`config.mk`:
```
export PLATFORM = sky130hd
export DESIGN_NAME = fwd_hazard_unit_flat
export DESIGN_NICKNAME = d
export VERILOG_FILES = /design/src/rtl/fwd_hazard_unit_pkg.sv /design/src/rtl/fwd_hazard_unit_if.sv /design/src/rtl/fwd_hazard_unit_src_match.sv /design/src/rtl/fwd_hazard_unit.sv /design/src/flat_wrapper.sv
export SDC_FILE = /design/constraint.sdc
export NUM_CORES = 1
export LEC_CHECK = 0
export CAP_MARGIN = 20
export CORE_MARGIN = 2
export CORE_UTILIZATION = 45
export DETAILED_ROUTE_END_ITERATION = 8
export PLACE_DENSITY = 0.71
export SETUP_SLACK_MARGIN = 0.3
export SLEW_MARGIN = 20
export SYNTH_ARGS = -nofsm -noshare
export SYNTH_HDL_FRONTEND = slang
export SYNTH_HIERARCHICAL = 1
export SYNTH_SLANG_ARGS = --single-unit
export TNS_END_PERCENT = 5
```
`constraint.sdc`:
```
create_clock -name clk -period 2.3 [get_ports clk]
set_input_delay 0.46 -clock clk [delete_from_list [all_inputs] [get_ports clk]]
set_output_delay 0.46 -clock clk [all_outputs]
set_load 0.005 [all_outputs]
```
`src/rtl/fwd_hazard_unit_pkg.sv`:
```
`default_nettype none
// ============================================================================
//  Module   : fwd_pkg
//  Purpose  : Shared types and helpers for the forwarding / load-use hazard
//             unit (in-flight entry record, regfile select code, select width).
//  Revision : 1.0 - initial release
// ============================================================================
package fwd_pkg;

   // Select code meaning "take the operand from the register file"
   localparam int FWD_SEL_RF = 0;

   // Storage width of a tracked destination; REG_AW must not exceed this
   localparam int FWD_DEST_W = 8;

   // One tracked in-flight instruction
   typedef struct packed {
      logic                  valid;
      logic [FWD_DEST_W-1:0] dest;
      logic                  regwr;
      logic                  is_load;
   } fwd_entry_t;

   // Bits needed to encode 0 (regfile) plus stages 1..n
   function automatic int sel_width(input int n);
      return (n < 1) ? 1 : $clog2(n + 1);
   endfunction

endpackage
`default_nettype wire

```
`src/rtl/fwd_hazard_unit_if.sv`:
```
`default_nettype none
// ============================================================================
//  Module   : fwd_hazard_unit_if
//  Purpose  : ID-stage request and bypass/stall response bundle of the
//             forwarding / hazard unit.
//  Revision : 1.0 - initial release
// ============================================================================
interface fwd_hazard_unit_if #(
   parameter int NUM_SRC    = 2,
   parameter int NUM_STAGES = 3,
   parameter int REG_AW     = 5
);
   import fwd_pkg::*;

   localparam int SEL_W = sel_width(NUM_STAGES);

   logic                      id_valid;
   logic [NUM_SRC*REG_AW-1:0] id_src_addr;
   logic [NUM_SRC-1:0]        id_src_used;
   logic [REG_AW-1:0]         id_dest;
   logic                      id_regwr;
   logic                      id_is_load;
   logic                      hold;
   logic                      flush;
   logic [NUM_SRC*SEL_W-1:0]  fwd_sel;
   logic                      stall;

   modport master (
      output id_valid, id_src_addr, id_src_used, id_dest, id_regwr, id_is_load,
             hold, flush,
      input  fwd_sel, stall
   );

   modport slave (
      input  id_valid, id_src_addr, id_src_used, id_dest, id_regwr, id_is_load,
             hold, flush,
      output fwd_sel, stall
   );

endinterface
`default_nettype wire

```
`src/rtl/fwd_hazard_unit_src_match.sv`:
```
`default_nettype none
// ============================================================================
//  Module   : fwd_src_match
//  Purpose  : Resolves one source operand against every tracked stage:
//             youngest matching producer wins; a winning load that is not yet
//             forwardable raises load_hazard and forces the regfile select.
//  Revision : 1.0 - initial release
// ============================================================================
module fwd_src_match
   import fwd_pkg::*;
#(
   parameter int NUM_STAGES     = 3,
   parameter int REG_AW         = 5,
   parameter int ZERO_REG       = 31,
   parameter int LOAD_READY_STG = 2,
   parameter int SEL_W          = sel_width(NUM_STAGES)
) (
   input  wire logic              id_valid,
   input  wire logic [REG_AW-1:0] src_addr,
   input  wire logic              src_used,
   input  wire fwd_entry_t        entries [1:NUM_STAGES],
   output logic [SEL_W-1:0]       sel,
   output logic                   load_hazard
);

   logic             w_active;
   logic [SEL_W-1:0] w_hit_stage;
   logic             w_hit_load;

   // The zero register is never a real dependency
   assign w_active = id_valid && src_used && (src_addr != REG_AW'(ZERO_REG));

   // Scan oldest to youngest so the youngest matching producer is written last
   always_comb begin
      w_hit_stage = SEL_W'(FWD_SEL_RF);
      w_hit_load  = 1'b0;
      for (int k = NUM_STAGES; k >= 1; k--) begin
         if (w_active && entries[k].valid && entries[k].regwr &&
             (entries[k].dest == FWD_DEST_W'(src_addr))) begin
            w_hit_stage = SEL_W'(k);
            w_hit_load  = entries[k].is_load && (k < LOAD_READY_STG);
         end
      end
   end

   assign sel         = w_hit_load ? SEL_W'(FWD_SEL_RF) : w_hit_stage;
   assign load_hazard = w_hit_load;

endmodule
`default_nettype wire

```
`src/rtl/fwd_hazard_unit.sv`:
```
`default_nettype none
// ============================================================================
//  Module   : fwd_hazard_unit
//  Purpose  : Parametrised forwarding and load-use hazard unit beside ID/EX.
//             Keeps a shift register of in-flight {valid,dest,regwr,is_load}
//             and drives per-source bypass selects plus a stall request.
//  Options  : FWD_STALL_CNT_EN - adds saturating 32-bit stall_cnt output
//  Revision : 1.0 - initial release
// ============================================================================
module fwd_hazard_unit
   import fwd_pkg::*;
#(
   parameter int NUM_SRC        = 2,
   parameter int NUM_STAGES     = 3,
   parameter int REG_AW         = 5,
   parameter int ZERO_REG       = 31,
   parameter int LOAD_READY_STG = 2
) (
   input  wire logic          clk,
   input  wire logic          reset,
   fwd_hazard_unit_if.slave   bus
`ifdef FWD_STALL_CNT_EN
   ,
   output logic [31:0]        stall_cnt
`endif
);

   localparam int         SEL_W    = sel_width(NUM_STAGES);
   localparam fwd_entry_t c_bubble = '0;

   fwd_entry_t               r_entry [1:NUM_STAGES];
   fwd_entry_t               w_id_entry;
   logic [NUM_SRC-1:0]       w_load_hazard;
   logic [NUM_SRC*SEL_W-1:0] w_fwd_sel;
   logic                     w_stall;

   assign w_id_entry = '{valid:   bus.id_valid,
                         dest:    FWD_DEST_W'(bus.id_dest),
                         regwr:   bus.id_regwr,
                         is_load: bus.id_is_load};

   for (genvar i = 0; i < NUM_SRC; i++) begin : g_src
      fwd_src_match #(
         .NUM_STAGES     (NUM_STAGES),
         .REG_AW         (REG_AW),
         .ZERO_REG       (ZERO_REG),
         .LOAD_READY_STG (LOAD_READY_STG),
         .SEL_W          (SEL_W)
      ) u_match (
         .id_valid    (bus.id_valid),
         .src_addr    (bus.id_src_addr[i*REG_AW +: REG_AW]),
         .src_used    (bus.id_src_used[i]),
         .entries     (r_entry),
         .sel         (w_fwd_sel[i*SEL_W +: SEL_W]),
         .load_hazard (w_load_hazard[i])
      );
   end

   assign w_stall     = |w_load_hazard;
   assign bus.fwd_sel = w_fwd_sel;
   assign bus.stall   = w_stall;

   // Stage tracker: flush squashes, hold freezes, otherwise advance one stage
   // and inject a bubble when the ID instruction is being held back
   always_ff @(posedge clk or posedge reset) begin
      if (reset) begin
         for (int k = 1; k <= NUM_STAGES; k++) r_entry[k] <= c_bubble;
      end else if (bus.flush) begin
         for (int k = 1; k <= NUM_STAGES; k++) r_entry[k].valid <= 1'b0;
      end else if (!bus.hold) begin
         for (int k = NUM_STAGES; k >= 2; k--) r_entry[k] <= r_entry[k-1];
         r_entry[1] <= w_stall ? c_bubble : w_id_entry;
      end
   end

`ifdef FWD_STALL_CNT_EN
   logic [31:0] r_stall_cnt;

   // Count cycles where a bubble really enters EX; saturate instead of wrapping
   always_ff @(posedge clk or posedge reset) begin
      if (reset) begin
         r_stall_cnt <= '0;
      end else if (w_stall && !bus.hold && !bus.flush && (r_stall_cnt != '1)) begin
         r_stall_cnt <= r_stall_cnt + 32'd1;
      end
   end

   assign stall_cnt = r_stall_cnt;
`endif

endmodule
`default_nettype wire

```
`src/flat_wrapper.sv`:
```
// flat-port wrapper written by rule: the top's interface ports become plain ports
module fwd_hazard_unit_flat import fwd_pkg::*;
#(
   parameter int NUM_SRC        = 2,
   parameter int NUM_STAGES     = 3,
   parameter int REG_AW         = 5,
   parameter int ZERO_REG       = 31,
   parameter int LOAD_READY_STG = 2
)
  (clk, reset, bus_id_valid, bus_id_src_addr, bus_id_src_used, bus_id_dest, bus_id_regwr, bus_id_is_load, bus_hold, bus_flush, bus_fwd_sel, bus_stall);
  fwd_hazard_unit_if #(.NUM_SRC(NUM_SRC), .NUM_STAGES(NUM_STAGES), .REG_AW(REG_AW)) bus_i ();
  input  wire logic clk;
  input  wire logic reset;
  input wire logic [$bits(bus_i.id_valid)-1:0] bus_id_valid;
  input wire logic [$bits(bus_i.id_src_addr)-1:0] bus_id_src_addr;
  input wire logic [$bits(bus_i.id_src_used)-1:0] bus_id_src_used;
  input wire logic [$bits(bus_i.id_dest)-1:0] bus_id_dest;
  input wire logic [$bits(bus_i.id_regwr)-1:0] bus_id_regwr;
  input wire logic [$bits(bus_i.id_is_load)-1:0] bus_id_is_load;
  input wire logic [$bits(bus_i.hold)-1:0] bus_hold;
  input wire logic [$bits(bus_i.flush)-1:0] bus_flush;
  output wire logic [$bits(bus_i.fwd_sel)-1:0] bus_fwd_sel;
  output wire logic [$bits(bus_i.stall)-1:0] bus_stall;
  assign bus_i.id_valid = bus_id_valid;
  assign bus_i.id_src_addr = bus_id_src_addr;
  assign bus_i.id_src_used = bus_id_src_used;
  assign bus_i.id_dest = bus_id_dest;
  assign bus_i.id_regwr = bus_id_regwr;
  assign bus_i.id_is_load = bus_id_is_load;
  assign bus_i.hold = bus_hold;
  assign bus_i.flush = bus_flush;
  assign bus_fwd_sel = bus_i.fwd_sel;
  assign bus_stall = bus_i.stall;
  fwd_hazard_unit #(.NUM_SRC(NUM_SRC), .NUM_STAGES(NUM_STAGES), .REG_AW(REG_AW), .ZERO_REG(ZERO_REG), .LOAD_READY_STG(LOAD_READY_STG)) u_core (.clk(clk), .reset(reset), .bus(bus_i));
endmodule
```
Yosys cells after proc, flatten, opt, wreduce, memory -nomap -nowiden
Cells that the tools add are included.
{ "totals": {"reg_bits": 33, "in_bits": 24, "out_inout_bits": 5, "elab_cells": 62} }
{ "classes": {"n_eq_ne": 9, "n_mux": 15, "n_bitwise": 2, "n_reduce_logical": 24} }
{ "ops": {"columns": ["operator", "n"], "rows": [
  ["8-bit by 5-bit equality test with 1-bit output", 6],
  ["33-bit 2-to-1 mux", 1],
  ["1-bit logical AND", 22],
  ["2-bit 2-to-1 mux", 8],
  ["11-bit 2-to-1 mux", 1],
  ["5-bit != test (second input constant)", 2],
  ["1-bit 2-to-1 mux", 5],
  ["2-bit by 1-bit != test with 1-bit output (second input constant)", 1],
  ["1-bit NOT", 2],
  ["2-bit AND reduction", 1],
  ["2-bit OR reduction", 1]
]} }

Longest topological paths before layout
Gate-level depths: netlist (run 1).
{ "depth": {"word_depth": 10, "ltp_mapped": 6, "depth_no_buf": 6} }

By module
The synthesis (run 1) kept the hierarchy.
{ "modules_own_cells": {"columns": ["module", "instances", "cells_per_inst", "area_each_um2", "seq_area_each_um2"], "rows": [
  ["fwd_hazard_unit", 1, 60, 949.7, 600.6],
  ["fwd_src_match", 2, 36, 274.0, 0.0]
]} }

Worst setup path before layout (run 1)
Ideal clock, no wire load.
{ "synth_path": {"path_kind": "reg-to-output", "startpoint": "register u_core/r_entry[23] in the netlist's numbering", "endpoint": "output bus_stall", "arrival_time_ps": 1533, "required_time_ps": 1840, "slack_ps": 307, "path_stages_with_launch": 6, "path_buffers": 0, "cell_sequence": "dfrtp_1 > nand2_1 > or4_4 > nor4_4 > and3_1 > or2_2"} }
{ "synth_via": {"elab_chain_len": 4, "word_cells_on_any_way": 7, "classes_between": "2 x mux; 5 x reduce/logical"} }
{ "synth_rtl": {"columns": ["item", "line_no", "text"], "rows": [
  ["from (decl)", "fwd_hazard_unit.sv:31", "fwd_entry_t r_entry [1:NUM_STAGES];"],
  ["1-bit logical AND (2 in series)", "fwd_hazard_unit_src_match.sv:38", "if (w_active && entries[k].valid && entries[k].regwr &&"],
  ["1-bit 2-to-1 mux", "fwd_hazard_unit_src_match.sv:38", null],
  ["via u_core.w_load_hazard[0]", "fwd_hazard_unit.sv:33", "logic [NUM_SRC-1:0] w_load_hazard;"],
  ["2-bit OR reduction", "fwd_hazard_unit.sv:59", "assign w_stall = |w_load_hazard;"],
  ["to (decl)", "flat_wrapper.sv:23", "output wire logic [$bits(bus_i.stall)-1:0] bus_stall;"]
]} }
The timed path passes the listed nets, and every way through them passes these cells.

Worst setup path after layout (run 1)
{ "layout_path": {"startpoint": "register u_core/r_entry[25] in the netlist's numbering", "endpoint": "output bus_stall"} }
{ "layout_via": {"elab_chain_len": 4, "word_cells_on_any_way": 7, "classes_between": "2 x eq/ne; 2 x mux; 3 x reduce/logical"} }
{ "layout_rtl": {"columns": ["item", "line_no", "text"], "rows": [
  ["8-bit by 5-bit equality test with 1-bit output", "fwd_hazard_unit_src_match.sv:39", "(entries[k].dest == FWD_DEST_W'(src_addr))) begin"],
  ["1-bit logical AND", "fwd_hazard_unit_src_match.sv:38", null],
  ["1-bit 2-to-1 mux", "fwd_hazard_unit_src_match.sv:38", null],
  ["via u_core.w_load_hazard[1]", "fwd_hazard_unit.sv:33", null],
  ["2-bit OR reduction", "fwd_hazard_unit.sv:59", null]
]} }
The timed path passes the listed nets, and every way through them passes these cells.

==> Flow_metrics.wiki, run 1 <==
{| class="wikitable"
! Metric !! Value
|-
| Maximum number of pins on one net before global-route repair || 23
|-
| Post-placement cell count || 245
|-
| Final-report max-slew violation count || 0
|-
| Chip width || 60.2 um
|-
| # setup viols final || 5
|-
| Endpoint class of the critical path || output port
|-
| Post-Route Hold Slack || 0.467 ns
|-
| Register with the most flip-flops || u_core/r_entry
|-
| Vias per std cell || 4.86
|-
| Clock transition time at the flip-flop clock pins of the worst setup and hold paths || 0.12 ns
|-
| Setup CP Type || reg -> out
|-
| Finished layout cell area || 2270 sq um
|-
| Met2 wirelength from detailed routing || 2020 um
|-
| Post-synthesis to final-layout area growth || 59.4%
|-
| Highest signal layer in the routed design || met4
|-
| Post-synthesis area per instance || 11.1 sq um
|-
| Data arrival time of the critical path || 2.02 ns
|-
| Placed inst area || 2020 sq um
|-
| TritonCTS buffer count || 3
|-
| Via Count || 1260
|-
| Placeable Area || 3030 sq um
|-
| Total number of yosys warnings || 6
|-
| Overall fraction of global-route tracks in use || 23.9%
|-
| Min cycle time layout || 2.48 ns
|-
| Metal-1 WL || 1690 um
|-
| Clock sink count || 22
|-
| Worst VDD drop || 0.431 mV
|-
| Via count of the first global-routing pass || 1366
|-
| Wire length of the first global-routing pass || 6350 um
|-
| Design Power || 1.18 mW
|-
| Startpoint Class || flip-flop
|-
| Post-route insts no fill || 259
|-
| Run status || finished with violations
|-
| CTS H-tree depth || 1
|-
| Iteration-0 DRC Markers || 43
|-
| Combined area of all synthesized cells || 1420 sq um
|-
| Fillers || 215
|-
| Share of final-layout standard cells stronger than drive strength 1 || 42.8%
|-
| Dpl hpwl || 2920 um
|-
| Endpoints failing hold || 0
|-
| Worst slack at placement || -0.750 ns
|-
| Biggest regs || u_core/r_entry x22
|-
| Upper clock frequency limit || 404 MHz
|-
| Effective utilization at floorplan || 46.9%
|-
| Violated checks || setup timing
|-
| Skew-Pair Late Insertion Delay || 0.30 ns
|-
| Leakage power of the design || 1.04 nW
|-
| RSZ-0062 raised after global routing || true
|-
| Count of antenna diodes in the layout || 0
|-
| Critical Path RT || 1.84 ns
|-
| Total congestion overflow || 0
|-
| Multi-input gate area || 1040 sq um
|-
| Maximum count of clock buffers along a single path || 2
|-
| Cells after synthesis || 128
|-
| FF+latch area || 551 sq um
|-
| Gp weighted congestion || 0.824
|-
| Post-route antenna net violation count || 0
|-
| Critical-path maximum fanout || 3
|-
| Min-delay worst type || in -> async
|-
| Clock root cell || sky130_fd_sc_hd__clkbuf_4
|-
| Layout Utilization || 74.8%
|-
| Detailed-route DRC error count || 0
|-
| Max reg flops || 22
|-
| Ratio of final minimum period to clock period || 108%
|-
| Number of violations of the max-capacitance limit || 0
|-
| Aggregate negative setup slack || -0.802 ns
|-
| Total wirelength of the detailed-routed design || 3910 um
|-
| Quantity of I/O buffers inserted on ports || 28
|-
| Per-cell routed wire length || 15.1 um
|-
| Slack of the critical path || -0.177 ns
|-
| DRT Pass-1 Iters || 4
|-
| Final Net Count || 240
|-
| Standard-cell rows || 20
|-
| Y dimension of the die || 60.2 um
|-
| IO Count || 29
|-
| Met3 layer wire length in the routed design || 130 um
|-
| TritonCTS clock tree || built
|-
| Clk_skew || 0.00377 ns
|-
| Areal power density over the cells || 522 nW/um^2
|-
| Number of antenna violations at the first check in global routing || 0
|-
| Die Footprint || 3620 sq um
|}
-- layout by cell type, fill, tap and decap left out, types with 3 or more instances in the layout --
cell	n
sky130_fd_sc_hd__a22o_1	7
sky130_fd_sc_hd__nor4_4	5
sky130_fd_sc_hd__conb_1	18
sky130_fd_sc_hd__buf_4	35
sky130_fd_sc_hd__mux2_2	10
sky130_fd_sc_hd__clkbuf_4	3
sky130_fd_sc_hd__clkdlybuf4s50_1	13
sky130_fd_sc_hd__nor4_2	3
sky130_fd_sc_hd__xnor2_1	11
sky130_fd_sc_hd__and3_1	3
sky130_fd_sc_hd__clkdlybuf4s15_2	4
sky130_fd_sc_hd__dlygate4sd2_1	5
sky130_fd_sc_hd__nand3_1	3
sky130_fd_sc_hd__xor2_2	3
sky130_fd_sc_hd__or4_4	4
sky130_fd_sc_hd__dfrtp_1	22
sky130_fd_sc_hd__xor2_1	15
sky130_fd_sc_hd__nand2_1	7
sky130_fd_sc_hd__buf_6	5
sky130_fd_sc_hd__buf_2	3
-- worst paths after layout --
path / start / endpoint / slack [ns] / depth (start not counted)
worst min register to register: u_core/r_entry[3] / u_core/r_entry[3] / 0.61 / 1
min in group clk: u_core/r_entry[3] / u_core/r_entry[3] / 0.61 / 1
worst max register to register: u_core/r_entry[25] / u_core/r_entry[25] / 0.18 / 9
max in group asynchronous: reset / u_core/r_entry[27] / 1.62 / 3
worst max-delay path: u_core/r_entry[25] / bus_stall / -0.18 / 6
worst min-delay path: reset / u_core/r_entry[21] / 0.47 / 3
-- critical path, stage by stage, from the launching register on --
cell and delay [ns]:
sky130_fd_sc_hd__dfrtp_1 0.45, sky130_fd_sc_hd__xnor2_1 0.21, sky130_fd_sc_hd__nand3_1 0.16, sky130_fd_sc_hd__nor4_4 0.34
sky130_fd_sc_hd__and3_4 0.24, sky130_fd_sc_hd__or2_2 0.10, sky130_fd_sc_hd__dlygate4sd2_1 0.22
-- per-layer routing --
layer  track usage, %  vias up
li1                 -      618
met1             30.1      610
met2             42.7       26
met3             1.95        6
met4             7.94        0
met5                0        -
-- where the power goes --
group	internal (mW)	leakage [nW]	switching, mW
combinational	0.246	0.745	0.183
sequential	0.456	0.277	0.0904
clock	0.0965	0.0210	0.111
total	0.799	1.04	0.384
-- area by class of cell --
class | count | share of cell area, %
inverter | 1 | 0.166
timing repair buffer | 68 | 25.5
multi-input combinational | 120 | 46.0
sequential | 22 | 24.3
tap | 44 | 2.43
clock buffer | 4 | 1.60
-- timing repair --
| item | CTS | global route |
|---|---|---|
| endpoints found under the setup margin | 13 | 13 |
| gates resized for setup | 56 | 8 |
| setup buffers | 10 | 0 |
| hold buffers | 0 | 0 |
| pin swaps | 24 | 17 |
No activity file was read; power rests on OpenSTA's default activity.
==> run 2, diff against run 1 <==
- CAP_MARGIN: 20 -> not set
- CORE_UTILIZATION: 45 -> 26
- PLACE_DENSITY: 0.71 -> not set
- SLEW_MARGIN: 20 -> 10
==> run 2 against run 1 <==
Effect of this change:
- the run still ends with setup timing left
- wire length down 2.6%
- sequential share of layout area up 0.26 points
- combinational power decreased by 4.9%
- total power grew 4.4%
- largest power group unchanged
==> Flow_metrics.wiki, run 2 (same netlist as run 1, synthesis figures left out) <==
{| class="wikitable"
! Metric !! Value
|-
| Worst VDD drop || 0.231 mV (-46%)
|-
| Placeable Area || 5200 sq um (+72%)
|-
| Number of antenna violations at the first check in global routing || 0 (unchanged)
|-
| CTS H-tree depth || 1 (unchanged)
|-
| TritonCTS clock tree || built
|-
| Via count of the first global-routing pass || 1236 (-9.5%)
|-
| Detailed-route DRC error count || 0 (unchanged)
|-
| Slack of the critical path || -0.107 ns (+0.0697 ns)
|-
| P_int || 0.843 mW (+5.6%)
|-
| Worst-case register-to-register setup slack || 0.27 ns (+0.09 ns)
|-
| R2r worst-path depth || 8 (-1)
|-
| Most common library cell in the layout ignoring fill and taps || sky130_fd_sc_hd__buf_4
|-
| Post-synthesis to final-layout area growth || 57.7%
|-
| Final Net Count || 235 (-2.1%)
|-
| IO Count || 29 (unchanged)
|-
| Hold buffer count at cts || 0 (unchanged)
|-
| Maximum count of clock buffers along a single path || 2 (unchanged)
|-
| Maximum number of pins on one net before global-route repair || 23 (unchanged)
|-
| Fillers || 527 (+150%)
|-
| Violated checks || setup timing
|-
| Run status || finished with violations
|-
| Critical Path RT || 1.84 ns (about the same)
|-
| DRT Pass-1 Iters || 4 (unchanged)
|-
| Flop pwr share || 44.1% (-2.1 points)
|-
| Via Count || 1227 (-2.6%)
|-
| Leakage power of the design || 1.01 nW (-2.9%)
|-
| Ratio of final minimum period to clock period || 105% (-3.0 points)
|-
| Skew-Pair Late Insertion Delay || 0.27 ns (-0.03 ns)
|-
| Post-route insts no fill || 280 (+8.1%)
|-
| Die Footprint || 6070 sq um (+68%)
|-
| Most frequent cells in the layout || sky130_fd_sc_hd__buf_4, sky130_fd_sc_hd__dfrtp_1, sky130_fd_sc_hd__conb_1
|-
| Quantity of I/O buffers inserted on ports || 28 (unchanged)
|-
| Data arrival time of the critical path || 1.95 ns (-0.07 ns)
|-
| Startpoint Class || flip-flop
|-
| Clk_skew || 0.00280 ns (-0.000972 ns)
|-
| Count of antenna diodes in the layout || 0 (unchanged)
|-
| Launching point of the worst reg2reg path || u_core/r_entry[23]
|-
| Fraction of power consumed by combinational cells || 33.1% (-3.1 points)
|-
| Min-delay worst type || in -> async
|-
| RSZ-0062 raised after global routing || true
|-
| Upper clock frequency limit || 415 MHz (+2.9%)
|-
| Vias per std cell || 4.38 (-9.9%)
|-
| Reg2Reg Capture Point || u_core/r_entry[27]
|-
| Endpoint class of the critical path || output port
|-
| Layout Utilization || 43.1% (-32 points)
|-
| Max reg flops || 22 (unchanged)
|-
| Total wirelength of the detailed-routed design || 3810 um (-2.6%)
|-
| Register with the most flip-flops || u_core/r_entry
|-
| Net load switching power || 0.391 mW (+1.8%)
|-
| Clock root cell || sky130_fd_sc_hd__clkbuf_8
|-
| Number of violations of the max-capacitance limit || 0 (unchanged)
|-
| Dpl hpwl || 3010 um (+3.3%)
|-
| Multi-input gate area || 1030 sq um (-1.1%)
|-
| Share of final-layout standard cells stronger than drive strength 1 || 41.0% (-1.8 points)
|-
| Post-Route Hold Slack || 0.519 ns (+0.0524 ns)
|-
| Setup CP Type || reg -> out
|-
| Post-route antenna net violation count || 0 (unchanged)
|-
| Areal power density over the cells || 551 nW/um^2 (+5.5%)
|-
| Gp weighted congestion || 0.814 (-1.2%)
|-
| Clock transition time at the flip-flop clock pins of the worst setup and hold paths || 0.08 ns (-0.04 ns)
|-
| Chip width || 77.9 um (+29%)
|-
| Wire length of the first global-routing pass || 6180 um (-2.7%)
|-
| Standard-cell rows || 26 (+30%)
|-
| Total congestion overflow || 0 (unchanged)
|-
| Biggest regs || u_core/r_entry x22
|-
| Endpoints failing hold || 0 (unchanged)
|-
| FF+latch area || 551 sq um (unchanged)
|-
| Proportion of power drawn by the clock network || 22.9% (+5.4 points)
|-
| Worst slack at placement || -0.708 ns (+0.0417 ns)
|-
| Min cycle time layout || 2.41 ns (-0.0697 ns)
|-
| Post-placement cell count || 271 (+11%)
|-
| TritonCTS buffer count || 3 (unchanged)
|-
| Critical-path maximum fanout || 3 (unchanged)
|-
| Clock sink count || 22 (unchanged)
|-
| Y dimension of the die || 77.9 um (+29%)
|-
| Per-cell routed wire length || 13.6 um (-9.9%)
|-
| Final-report max-slew violation count || 0 (unchanged)
|-
| Aggregate negative setup slack || -0.387 ns (+0.414 ns)
|-
| # setup viols final || 5 (unchanged)
|-
| Iteration-0 DRC Markers || 57 (+33%)
|-
| Net switching fraction of the power || 31.7% (-0.79 points)
|-
| Overall fraction of global-route tracks in use || 13.4% (-11 points)
|-
| Effective utilization at floorplan || 27.3% (-20 points)
|}
run 2: power groups by stage:
stage / Sequential (mW) / Combinational, mW / Clock [mW]
global route: 0.558 / 0.444 / 0.304
finish: 0.544 / 0.408 / 0.282
global placement: 0.547 / 0.358 / 0
floorplan: 0.528 / 0.210 / 0
detailed placement: 0.549 / 0.365 / 0
CTS: 0.543 / 0.399 / 0.291
run 2: metal layers:
layer	track usage (%)	share of wire, %
met5	0	0
met4	5.26	1.6
met3	2.09	4.6
met2	21.8	47
met1	17.7	47
run 2: repair_timing:
item | CTS | global route
endpoints found under the setup margin | 13 | 13
resized for setup | 45 | 12
hold endpoints to repair | 0 | 0
pin swaps | 14 | 6
buffers inserted | 4 | 1
run 2: through the flow:
step | instance area [sq um] | total power [mW]
floorplan | 1490 | 0.738
global placement | 2060 | 0.905
detailed placement | 2060 | 0.915
CTS | 2210 | 1.23
global route | 2240 | 1.31
finish | 2240 | 1.23
run 2: area by class of cell:
class | instances | area share [%]
inverters | 1 | 0.167
well taps | 70 | 3.91
clock buffers | 4 | 2.46
multi-input cells | 120 | 46.0
flip-flops and latches | 22 | 24.6
repair buffers | 63 | 22.9
run 2: worst max path at each step:
stage / cells after the start / end / slack (ns) / startpoint
finish: 7 / bus_fwd_sel[2] / -0.11 / u_core/r_entry[23]
global route: 7 / bus_fwd_sel[2] / -0.18 / u_core/r_entry[23]
CTS: 7 / bus_fwd_sel[0] / -0.19 / u_core/r_entry[23]
detailed placement: 7 / bus_stall / -0.71 / bus_id_src_addr[6]
global placement: 7 / bus_stall / -0.74 / bus_id_src_addr[6]
floorplan: 5 / bus_stall / 0.31 / u_core/r_entry[23]
run 2: critical path, cell delays in order (launching register included):
cell                       delay, ns
sky130_fd_sc_hd__dfrtp_1        0.38
sky130_fd_sc_hd__nand2_1        0.06
sky130_fd_sc_hd__or4_4          0.42
sky130_fd_sc_hd__nor4_4         0.34
sky130_fd_sc_hd__buf_4          0.18
sky130_fd_sc_hd__nor3_2         0.04
sky130_fd_sc_hd__o21a_1         0.16
sky130_fd_sc_hd__clkbuf_2       0.11
==> run 3, diff against run 2 <==
- PLACE_DENSITY: not set -> 0.51
==> run 3 against run 2 <==
Effect of this change:
- the flow still finishes with violations (setup timing)
- utilization is 0.99 points higher
- final area is 2.3% higher
- combinational power is 5.9% higher
- flip-flop and latch count stayed put
- clock power is 26% higher
- worst hold slack better by 0.0059 ns
- register-to-register slack better by 0.02 ns
- sequential power is 0.7% lower
- critical endpoint is now bus_stall
- largest power group unchanged
==> Flow_metrics.wiki, run 3 (same netlist as run 1, synthesis figures left out) <==
{| class="wikitable"
! Metric !! Value
|-
| Run status || finished with violations
|-
| Violated checks || setup timing
|-
| Hold buffer count at cts || 0 (unchanged)
|-
| Maximum number of pins on one net before global-route repair || 23 (unchanged)
|-
| Endpoints failing hold || 0 (unchanged)
|-
| Clock root cell || sky130_fd_sc_hd__clkbuf_8
|-
| CTS H-tree depth || 1 (unchanged)
|-
| Upper clock frequency limit || 420 MHz (+0.99%)
|-
| Clock sink count || 22 (unchanged)
|-
| R2r worst-path depth || 10 (+2)
|-
| Most frequent cells in the layout || sky130_fd_sc_hd__buf_4, sky130_fd_sc_hd__dfrtp_1, sky130_fd_sc_hd__conb_1
|-
| # setup viols final || 3 (-2)
|-
| Max reg flops || 22 (unchanged)
|-
| Register with the most flip-flops || u_core/r_entry
|-
| Standard-cell rows || 26 (unchanged)
|-
| Chip width || 77.9 um (unchanged)
|-
| DRT Pass-1 Iters || 4 (unchanged)
|-
| Post-Route Hold Slack || 0.525 ns (+0.00587 ns)
|-
| Most common library cell in the layout ignoring fill and taps || sky130_fd_sc_hd__buf_4
|-
| Areal power density over the cells || 579 nW/um^2 (+5.1%)
|-
| FF+latch area || 553 sq um (+0.45%)
|-
| Per-cell routed wire length || 13.5 um (-0.85%)
|-
| Worst slack at placement || -0.663 ns (+0.0454 ns)
|-
| Via Count || 1224 (-0.24%)
|-
| RSZ-0062 raised after global routing || true
|-
| Y dimension of the die || 77.9 um (unchanged)
|-
| Startpoint Class || flip-flop
|-
| Biggest regs || u_core/r_entry x22
|-
| Critical Path RT || 1.84 ns (about the same)
|-
| Post-route antenna net violation count || 0 (unchanged)
|-
| Number of violations of the max-capacitance limit || 0 (unchanged)
|-
| Dpl hpwl || 2930 um (-2.6%)
|-
| Skew-Pair Late Insertion Delay || 0.26 ns (about the same)
|-
| Clk_skew || 0.000997 ns (-0.00180 ns)
|-
| Leakage power of the design || 1.02 nW (+0.75%)
|-
| Worst-case register-to-register setup slack || 0.29 ns (+0.02 ns)
|-
| Vias per std cell || 4.39 (+0.11%)
|-
| Clock transition time at the flip-flop clock pins of the worst setup and hold paths || 0.08 ns (about the same)
|-
| TritonCTS clock tree || built
|-
| Overall fraction of global-route tracks in use || 13.7% (+0.33 points)
|-
| Post-synthesis to final-layout area growth || 61.4%
|-
| Multi-input gate area || 1050 sq um (+2.1%)
|-
| Fillers || 509 (-3.4%)
|-
| Number of antenna violations at the first check in global routing || 0 (unchanged)
|-
| Wire length of the first global-routing pass || 6510 um (+5.2%)
|-
| Launching point of the worst reg2reg path || u_core/r_entry[24]
|-
| Metal-1 WL || 1880 um (+4.6%)
|-
| Design Power || 1.33 mW (+7.5%)
|-
| Final-report max-slew violation count || 0 (unchanged)
|-
| Slack of the critical path || -0.0835 ns (+0.0235 ns)
|-
| Count of antenna diodes in the layout || 0 (unchanged)
|-
| IO Count || 29 (unchanged)
|-
| Iteration-0 DRC Markers || 42 (-26%)
|-
| Data arrival time of the critical path || 1.92 ns (-0.03 ns)
|-
| TritonCTS buffer count || 3 (unchanged)
|-
| Die Footprint || 6070 sq um (unchanged)
|-
| Via count of the first global-routing pass || 1304 (+5.5%)
|-
| Met3 layer wire length in the routed design || 112 um (-36%)
|-
| Placeable Area || 5200 sq um (unchanged)
|-
| Detailed-route DRC error count || 0 (unchanged)
|-
| Reg2Reg Capture Point || u_core/r_entry[27]
|-
| Quantity of I/O buffers inserted on ports || 28 (unchanged)
|-
| Ratio of final minimum period to clock period || 104% (-1.0 points)
|-
| Effective utilization at floorplan || 27.3% (unchanged)
|-
| Highest signal layer in the routed design || met4
|-
| Min cycle time layout || 2.38 ns (-0.0235 ns)
|-
| Finished layout cell area || 2290 sq um (+2.3%)
|-
| Share of final-layout standard cells stronger than drive strength 1 || 44.5% (+3.5 points)
|-
| Total congestion overflow || 0 (unchanged)
|-
| Critical-path maximum fanout || 2 (-1)
|-
| Final Net Count || 234 (-0.43%)
|-
| Met2 wirelength from detailed routing || 1720 um (-3.1%)
|-
| Gp weighted congestion || 0.841 (+3.3%)
|-
| Min-delay worst type || in -> async
|-
| Placed inst area || 2030 sq um (-1.1%)
|-
| Worst VDD drop || 0.361 mV (+56%)
|-
| Aggregate negative setup slack || -0.162 ns (+0.225 ns)
|-
| Endpoint class of the critical path || output port
|-
| Maximum count of clock buffers along a single path || 2 (unchanged)
|-
| Total wirelength of the detailed-routed design || 3760 um (-1.2%)
|-
| Setup CP Type || reg -> out
|}
==> run 3: layout make-up <==
type	count	area share, %
multi-input combinational	120	45.9
tap	70	3.82
inverter	1	0.164
sequential	22	24.1
clock buffer	3	1.80
timing repair buffer	62	22.9
clock inverter	1	1.31
==> run 3: worst max-delay path: stages (launching register included) <==
cell and delay, ns:
sky130_fd_sc_hd__dfrtp_1 0.42, sky130_fd_sc_hd__buf_6 0.15, sky130_fd_sc_hd__xnor2_4 0.12, sky130_fd_sc_hd__nand3_2 0.09
sky130_fd_sc_hd__nor4_4 0.27, sky130_fd_sc_hd__buf_4 0.15, sky130_fd_sc_hd__and3_4 0.16, sky130_fd_sc_hd__or2_2 0.11
sky130_fd_sc_hd__clkdlybuf4s15_2 0.19
==> run 3: routing by layer <==
metal,track usage [%],up-vias
li1,-,607
met3,2.09,5
met2,21.4,22
met4,4.39,0
met1,19.4,590
met5,0,-
==> run 3: repair_timing <==
item,CTS,global route
resized for setup,70,7
endpoints found under the hold margin,0,0
setup buffers,7,0
setup endpoints to repair,13,13
pin swaps,24,8
==> run 3: stage by stage <==
step                      utilization, %  instances
after CTS                           43.3        279
after floorplan                        -        145
final                               44.1        279
after detailed placement            39.1        268
after global placement              39.1        268
after global routing                44.1        279
==> run 3: report_power, final <==
group	total (mW)	switching [mW]	internal (mW)
registers	0.540	0.0819	0.458
clock network	0.356	0.123	0.232
logic	0.432	0.187	0.245
==> run 3: worst max-delay path by stage <==
| stage | startpoint | end | slack [ns] |
|---|---|---|---|
| 5_1_grt | u_core/r_entry[24] | bus_stall | -0.18 |
| 3_5_place_dp | bus_id_src_addr[7] | bus_fwd_sel[3] | -0.66 |
| 6_report | u_core/r_entry[24] | bus_stall | -0.08 |
| 3_3_place_gp | bus_id_src_addr[7] | bus_fwd_sel[2] | -0.65 |
| 2_1_floorplan | u_core/r_entry[23] | bus_stall | 0.31 |
| 4_1_cts | u_core/r_entry[12] | bus_fwd_sel[0] | -0.16 |
